### config.mk
export PLATFORM = sky130hd
export DESIGN_NAME = pix_pack_flat
export DESIGN_NICKNAME = d
export VERILOG_FILES = /design/src/rtl/pix_pack_if.sv /design/src/rtl/pix_pack.sv /design/src/flat_wrapper.sv
export SDC_FILE = /design/constraint.sdc
export NUM_CORES = 1
export LEC_CHECK = 0
export ABC_CLOCK_PERIOD_IN_PS = 3600
export CAP_MARGIN = 20
export CORE_AREA = 2 2 225 172
export DETAILED_ROUTE_END_ITERATION = 6
export DIE_AREA = 0 0 227 174
export PLACE_DENSITY = 0.56
export RECOVER_POWER = 100
export SYNTH_ARGS = -nofsm -noshare
export SYNTH_HDL_FRONTEND = slang
export SYNTH_SLANG_ARGS = --single-unit
### constraint.sdc
create_clock -name pclk -period 3.6 [get_ports pclk]
set_input_delay 0.72 -clock pclk [delete_from_list [all_inputs] [get_ports pclk]]
set_output_delay 0.72 -clock pclk [all_outputs]
set_load 0.05 [all_outputs]
### src/rtl/pix_pack_if.sv
// pix_pack_if: write-FIFO side of the pixel packer.
// Carries the 129-bit word, push strobe, full and segment tags.
interface pix_pack_if;
  logic         fifo_wr_en;
  logic [128:0] fifo_din;
  logic         fifo_full;
  logic [11:0]  cline;
  logic [1:0]   cpxl;

  modport master (
    output fifo_wr_en,
    output fifo_din,
    output cline,
    output cpxl,
    input  fifo_full
  );

  modport slave (
    input  fifo_wr_en,
    input  fifo_din,
    input  cline,
    input  cpxl,
    output fifo_full
  );
endinterface

### src/rtl/pix_pack.sv
// pix_pack: packs 16-bit active pixels into 128-bit words and
// pushes segment-tagged words into the DRAM write FIFO.
module pix_pack #(
  parameter int PWIDTH   = 16,
  parameter int H_ACTIVE = 1024,
  parameter int SEG_PIX  = 512,
  parameter int MAX_SEG  = 2
) (
  input  logic              pclk,
  input  logic              rst_n,
  input  logic              vsync,
  input  logic              de,
  input  logic [PWIDTH-1:0] pdata,
  pix_pack_if.master        fifo,
  output logic              overflow,
  output logic              frame_start
);
  localparam int LANES = 128 / PWIDTH;
  localparam logic [10:0] L_HACT = 11'(H_ACTIVE);
  localparam logic [10:0] L_SEG  = 11'(SEG_PIX);
  localparam logic [10:0] L_MAXS = 11'(MAX_SEG);
  localparam logic [10:0] L_LNS  = 11'(LANES);

  logic         r_vsync_d;
  logic         r_de_d;
  logic         r_seen0;
  logic         r_act;
  logic         r_fs;
  logic         r_ovf;
  logic [10:0]  r_pix_cnt;
  logic [11:0]  r_line_cnt;
  logic [127:0] r_pack;
  logic         r_pend;
  logic [128:0] r_din;
  logic [11:0]  r_pline;
  logic [1:0]   r_pseg;
  logic [11:0]  r_cline;
  logic [1:0]   r_cpxl;

  logic         w_fs;
  logic         w_de_rise;
  logic         w_de_fall;
  logic         w_start;
  logic         w_acc;
  logic [10:0]  w_idx;
  logic [2:0]   w_lane;
  logic [127:0] w_pack_nx;
  logic         w_fpush;
  logic         w_flush;
  logic [10:0]  w_base;
  logic [10:0]  w_seg;
  logic [10:0]  w_off;
  logic         w_mark;
  logic         w_commit;
  logic         w_push;
  logic         w_drop;
  logic         w_mpush;

  assign w_fs      = vsync & ~r_vsync_d;
  assign w_de_rise = de & ~r_de_d;
  assign w_de_fall = ~de & r_de_d;
  // A line only starts on a rise seen after de was low post-reset
  assign w_start   = w_de_rise & r_seen0;
  assign w_idx     = w_start ? 11'd0 : r_pix_cnt;
  assign w_lane    = w_idx[2:0];
  assign w_acc     = de & (w_start | r_act) & (w_idx < L_HACT);

  // Lane 0 of a word starts from a clean register so a flush zero-fills
  always_comb begin
    w_pack_nx = (w_lane == 3'd0) ? '0 : r_pack;
    w_pack_nx[w_lane*PWIDTH +: PWIDTH] = pdata;
  end

  assign w_fpush  = w_acc & (w_lane == 3'(LANES - 1));
  assign w_flush  = w_de_fall & (r_pix_cnt[2:0] != 3'd0);
  assign w_base   = w_fpush ? w_idx : r_pix_cnt;
  assign w_seg    = w_base / L_SEG;
  assign w_off    = w_base % L_SEG;
  assign w_mark   = w_off < L_LNS;
  assign w_commit = (w_fpush | w_flush) & (w_seg < L_MAXS);

  // Full is judged in the cycle the push is presented
  assign w_push  = r_pend & ~fifo.fifo_full;
  assign w_drop  = r_pend & fifo.fifo_full;
  assign w_mpush = w_push & r_din[128];

  assign fifo.fifo_wr_en = w_push;
  assign fifo.fifo_din   = r_din;
  assign fifo.cline      = w_mpush ? r_pline : r_cline;
  assign fifo.cpxl       = w_mpush ? r_pseg : r_cpxl;
  assign overflow        = r_ovf;
  assign frame_start     = r_fs;

  // Sync/de history, line-active tracking and frame pulse
  always_ff @(posedge pclk or negedge rst_n) begin
    if (!rst_n) begin
      r_vsync_d <= 1'b0;
      r_de_d    <= 1'b0;
      r_seen0   <= 1'b0;
      r_act     <= 1'b0;
      r_fs      <= 1'b0;
    end else begin
      r_vsync_d <= vsync;
      r_de_d    <= de;
      r_seen0   <= r_seen0 | ~de;
      r_fs      <= w_fs;
      if (!de)
        r_act <= 1'b0;
      else if (w_start)
        r_act <= 1'b1;
    end
  end

  // Pixel and line counters; frame start clears both
  always_ff @(posedge pclk or negedge rst_n) begin
    if (!rst_n) begin
      r_pix_cnt  <= '0;
      r_line_cnt <= '0;
    end else begin
      if (w_fs)
        r_pix_cnt <= '0;
      else if (w_acc)
        r_pix_cnt <= w_idx + 11'd1;
      if (w_fs)
        r_line_cnt <= '0;
      else if (w_de_fall)
        r_line_cnt <= r_line_cnt + 12'd1;
    end
  end

  // Pack register lane writes
  always_ff @(posedge pclk or negedge rst_n) begin
    if (!rst_n)
      r_pack <= '0;
    else if (w_acc)
      r_pack <= w_pack_nx;
  end

  // Stage the completed or flushed word with its tags
  always_ff @(posedge pclk or negedge rst_n) begin
    if (!rst_n) begin
      r_pend  <= 1'b0;
      r_din   <= '0;
      r_pline <= '0;
      r_pseg  <= '0;
    end else begin
      r_pend <= w_commit;
      if (w_commit) begin
        r_din   <= {w_mark, w_fpush ? w_pack_nx : r_pack};
        r_pline <= r_line_cnt;
        r_pseg  <= w_seg[1:0];
      end
    end
  end

  // Hold segment tags after a marker push; sticky overflow
  always_ff @(posedge pclk or negedge rst_n) begin
    if (!rst_n) begin
      r_cline <= '0;
      r_cpxl  <= '0;
      r_ovf   <= 1'b0;
    end else begin
      if (w_mpush) begin
        r_cline <= r_pline;
        r_cpxl  <= r_pseg;
      end
      if (w_fs)
        r_ovf <= 1'b0;
      else if (w_drop)
        r_ovf <= 1'b1;
    end
  end
endmodule
### src/flat_wrapper.sv
// flat-port wrapper written by rule: the top's interface ports become plain ports
module pix_pack_flat 
#(
  parameter int PWIDTH   = 16,
  parameter int H_ACTIVE = 1024,
  parameter int SEG_PIX  = 512,
  parameter int MAX_SEG  = 2
)
  (pclk, rst_n, vsync, de, pdata, overflow, frame_start, fifo_fifo_wr_en, fifo_fifo_din, fifo_cline, fifo_cpxl, fifo_fifo_full);
  pix_pack_if fifo_i ();
  input  logic pclk;
  input  logic rst_n;
  input  logic vsync;
  input  logic de;
  input  logic [PWIDTH-1:0] pdata;
  output logic overflow;
  output logic frame_start;
  output wire logic [$bits(fifo_i.fifo_wr_en)-1:0] fifo_fifo_wr_en;
  output wire logic [$bits(fifo_i.fifo_din)-1:0] fifo_fifo_din;
  output wire logic [$bits(fifo_i.cline)-1:0] fifo_cline;
  output wire logic [$bits(fifo_i.cpxl)-1:0] fifo_cpxl;
  input wire logic [$bits(fifo_i.fifo_full)-1:0] fifo_fifo_full;
  assign fifo_fifo_wr_en = fifo_i.fifo_wr_en;
  assign fifo_fifo_din = fifo_i.fifo_din;
  assign fifo_cline = fifo_i.cline;
  assign fifo_cpxl = fifo_i.cpxl;
  assign fifo_i.fifo_full = fifo_fifo_full;
  pix_pack #(.PWIDTH(PWIDTH), .H_ACTIVE(H_ACTIVE), .SEG_PIX(SEG_PIX), .MAX_SEG(MAX_SEG)) u_core (.pclk(pclk), .rst_n(rst_n), .vsync(vsync), .de(de), .pdata(pdata), .fifo(fifo_i), .overflow(overflow), .frame_start(frame_start));
endmodule
==> flow_summary.json, run 1 <==
{
  "status": "complete, but fails checks",
  "violations": "design-rule violations, max-capacitance violations, max-slew violations",
  "holdBufCountCts": 0,
  "vias": 11520,
  "final_cell_area_um2": 17820,
  "switching_power_w": 0.002802,
  "ant_nets": 0,
  "setup_tns_ns": 0,
  "yosysUniqueCellTypes": 58,
  "syn-cell-area_um2": 14380,
  "pre_cts_slack_ns": 0.1020,
  "ctsResizeCount": 0,
  "start_util": 0.3831,
  "mostFrequentLayoutCells": "dfrtp_1 (315), nand2_1 (198), dlygate4sd3_1 (134), a22o_1 (127), a31oi_1 (84)",
  "ys_seq_area_frac": 0.5481,
  "placed_area_um2": 16990,
  "drtIter0Drc": 1088,
  "critPathTopFamily": "buffers and inverters",
  "grt_pass1_vias": 11290,
  "cts_setup_buffers": 0,
  "rows": 62,
  "antennaDiodeCount": 0,
  "crit_slowest_cell": "clkbuf_2",
  "finish.utilization": 0.4747,
  "synth_top_area_cell": "dfrtp_1",
  "synth-main-ff-cell": "dfrtp_1",
  "nets": 1457,
  "die_x_um": 227,
  "crit_path_end_kind": "flip-flop",
  "slew_headroom": -0.5347,
  "synth_seq_cells": 315,
  "drt_wl_total_mm": 44.28,
  "slowest_delay_ns": 0.74,
  "period_minus_slack_ns": 3.165,
  "reg2reg_from": "u_core.r_pix_cnt[0]",
  "synth_warnings": 0,
  "setup_viol": 0,
  "drt-wirelength-per-cell_um": 22.56,
  "internal-power_w": 0.006291,
  "clock_latency_ns": 0.53,
  "numCtsBuffers": 35,
  "layout-drive-gt1-share": 0.1096,
  "finalHoldViolations": 0,
  "synthCells": 1296,
  "min_to": "u_core.r_cpxl[1]",
  "r2r.worst_path.cells": 8,
  "synth-edff-count": 0,
  "fmax_mhz": 316.0,
  "fp.dieH_um": 174,
  "fin_crit_sh": 0.8792,
  "grt_overflow_total": 0,
  "r2r_setup_slack_ns": 0.72,
  "ys_async_sr_fraction": 1.000,
  "slew_violations": 82,
  "power_density_nw_per_um2": 510.2,
  "cts.clk_slew.worst_paths_ns": 0.06,
  "dr.pass1.iters": 7,
  "whs_ns": 0.4883,
  "drc": 3,
  "io_buffers": 166,
  "grt_max_degree": 89,
  "synthTopCellsByArea": "dfrtp_1 (55%), a22o_1 (7.7%), nand2_1 (5.2%)",
  "final_common_cell": "dfrtp_1",
  "clock_skew_ns": 0.01786,
  "drv_cap": 1,
  "ios": 167,
  "holdPathStages": 1,
  "cts_root_buf": "clkbuf_16",
  "worst_pin_slew_ns": 2.302,
  "cts.sinks": 315,
  "yosysTopAreaCellShare": 0.5481,
  "p_sw_frac": 0.3082,
  "area_growth_pct": 23.91,
  "place.gp.congestion": 0.8589,
  "hpwl_mm": 27.73,
  "hp-class": "reg -> reg",
  "cp.required_ns": 4.03,
  "critPathArrivalTime_ns": 3.60,
  "grt_usage": 0.2258,
  "pwr-share-seq": 0.430,
  "comb_power_share": 0.182,
  "r2r_end": "u_core.fifo.fifo_din[15]",
  "die_area_um2": 39500,
  "htreeDepth": 2,
  "ir_drop_uv": 245.1,
  "leakage_nw": 8.563,
  "path_buf_inv": 3,
  "grt_first_pass_wirelength_mm": 69.29,
  "rsz0062_at_grt": "false",
  "critical_path.cell_chain": "dlygate4sd3_1 > clkbuf_1 > nor2b_1 > and3_1 > clkbuf_2 > nand2_1 > a31oi_1",
  "avgSynthCellArea_um2": 11.10,
  "cts_buffer_depth": 3,
  "clockPowerShare": 0.387,
  "antenna_found_initial": 0,
  "startpoint_type": "input port",
  "synthesis.nets": 1326,
  "hp-start": "u_core.r_cpxl[1]",
  "path_max_fanout": 39,
  "fillerInstances": 3511,
  "worstSetupPathType": "in -> reg",
  "vias_per_cell": 5.869,
  "core_area_um2": 37550,
  "cts_tree": "built",
  "fin_ws_ns": 0.4350
}
cells by family (layout without fill, tap and decap cells):
family / Yosys count / count (layout) / share of synthesized area
compound gates: 370 / 370 / 0.2075
xor+xnor: 11 / 11 / 0.006699
fa+ha+maj: 9 / 9 / 0.007830
buf+inv: 153 / 308 / 0.04393
flops: 315 / 315 / 0.5481
mux: 101 / 101 / 0.07325
simple gates: 337 / 337 / 0.1127
layout make-up:
class                      instances  area [um2]  share of cell area
clock buffer                      52        1030             0.05778
clock inverter                     9       81.33            0.004563
inverter                          10       37.54            0.002106
multi-input combinational        828        5888              0.3304
sequential                       315        7883              0.4423
tap                              512       640.6             0.03594
timing repair buffer             237        2262              0.1269
layer usage:
layer / GRT usage / vias to the layer above / wire, um
li1: - / 5156 / -
met3: 0.03431 / 61 / 2384
met5: 0 / - / 0
met2: 0.3236 / 373 / 19230
met1: 0.3538 / 5931 / 21700
met4: 0.05773 / 0 / 966
Yosys cell counts (10+ instances only):
master	number
nor2b_1	21
a21oi_1	17
clkbuf_1	89
inv_1	10
a221oi_1	82
buf_1	21
nand2_1	198
nor3_1	14
nand4_1	21
o221ai_1	16
nand2b_1	11
buf_2	25
mux2_2	34
dfrtp_1	315
a31oi_1	84
a22o_1	127
nor2_1	20
mux2i_1	67
a32o_1	10
per-stage QoR:
step                total power (W)  std cells
global placement           0.005726       1902
detailed placement         0.005742       1902
CTS                        0.009280       1963
finish                     0.009093       1963
global route               0.009449       1963
floorplan                  0.005004       1296
state kept, by name, summed over array words and instances (netlist names):
name	flops
u_core.fifo.fifo_din	129
u_core.frame_start	1
u_core.overflow	1
u_core.r_act	1
u_core.r_cline	12
u_core.r_cpxl	2
u_core.r_de_d	1
u_core.r_line_cnt	12
u_core.r_pack	128
u_core.r_pend	1
u_core.r_pix_cnt	11
u_core.r_pline	12
u_core.r_pseg	2
u_core.r_seen0	1
u_core.r_vsync_d	1
worst max path at each step:
stage | slack [ns] | end | startpoint | cells after the start
2_1_floorplan | 0.26 | u_core.r_pack[70] | de | 11
3_3_place_gp | 0.18 | u_core.fifo.fifo_din[105] | de | 13
3_5_place_dp | 0.10 | u_core.fifo.fifo_din[54] | de | 13
4_1_cts | 0.64 | u_core.fifo.fifo_din[54] | de | 13
5_1_grt | 0.23 | u_core.fifo.fifo_din[63] | de | 13
6_report | 0.44 | u_core.fifo.fifo_din[48] | de | 7
worst register-to-register path: stages (launching register included):
cell and delay [ns]:
dfrtp_1 0.65, nand2_1 0.14, buf_4 0.19, ha_1 0.41
nand2b_1 0.23, a2111oi_4 0.34, clkbuf_2 0.41, a311oi_1 0.16
o221ai_1 0.25
power groups by stage:
stage                     clock (W)  sequential (W)  combinational (W)
after CTS                   0.00359         0.00391            0.00177
after global placement            0         0.00398            0.00175
after floorplan                   0         0.00430           0.000699
after detailed placement          0         0.00397            0.00177
after global routing        0.00374         0.00394            0.00177
final                       0.00352         0.00391            0.00166
Note: power is estimated with default switching activity, not from simulation.
==> run 2: changes to the inputs <==
SETUP_SLACK_MARGIN = 0.1   (was not set)
==> results of run 2 <==
The final DEF is identical to that of run 1; final timing and power are the same.
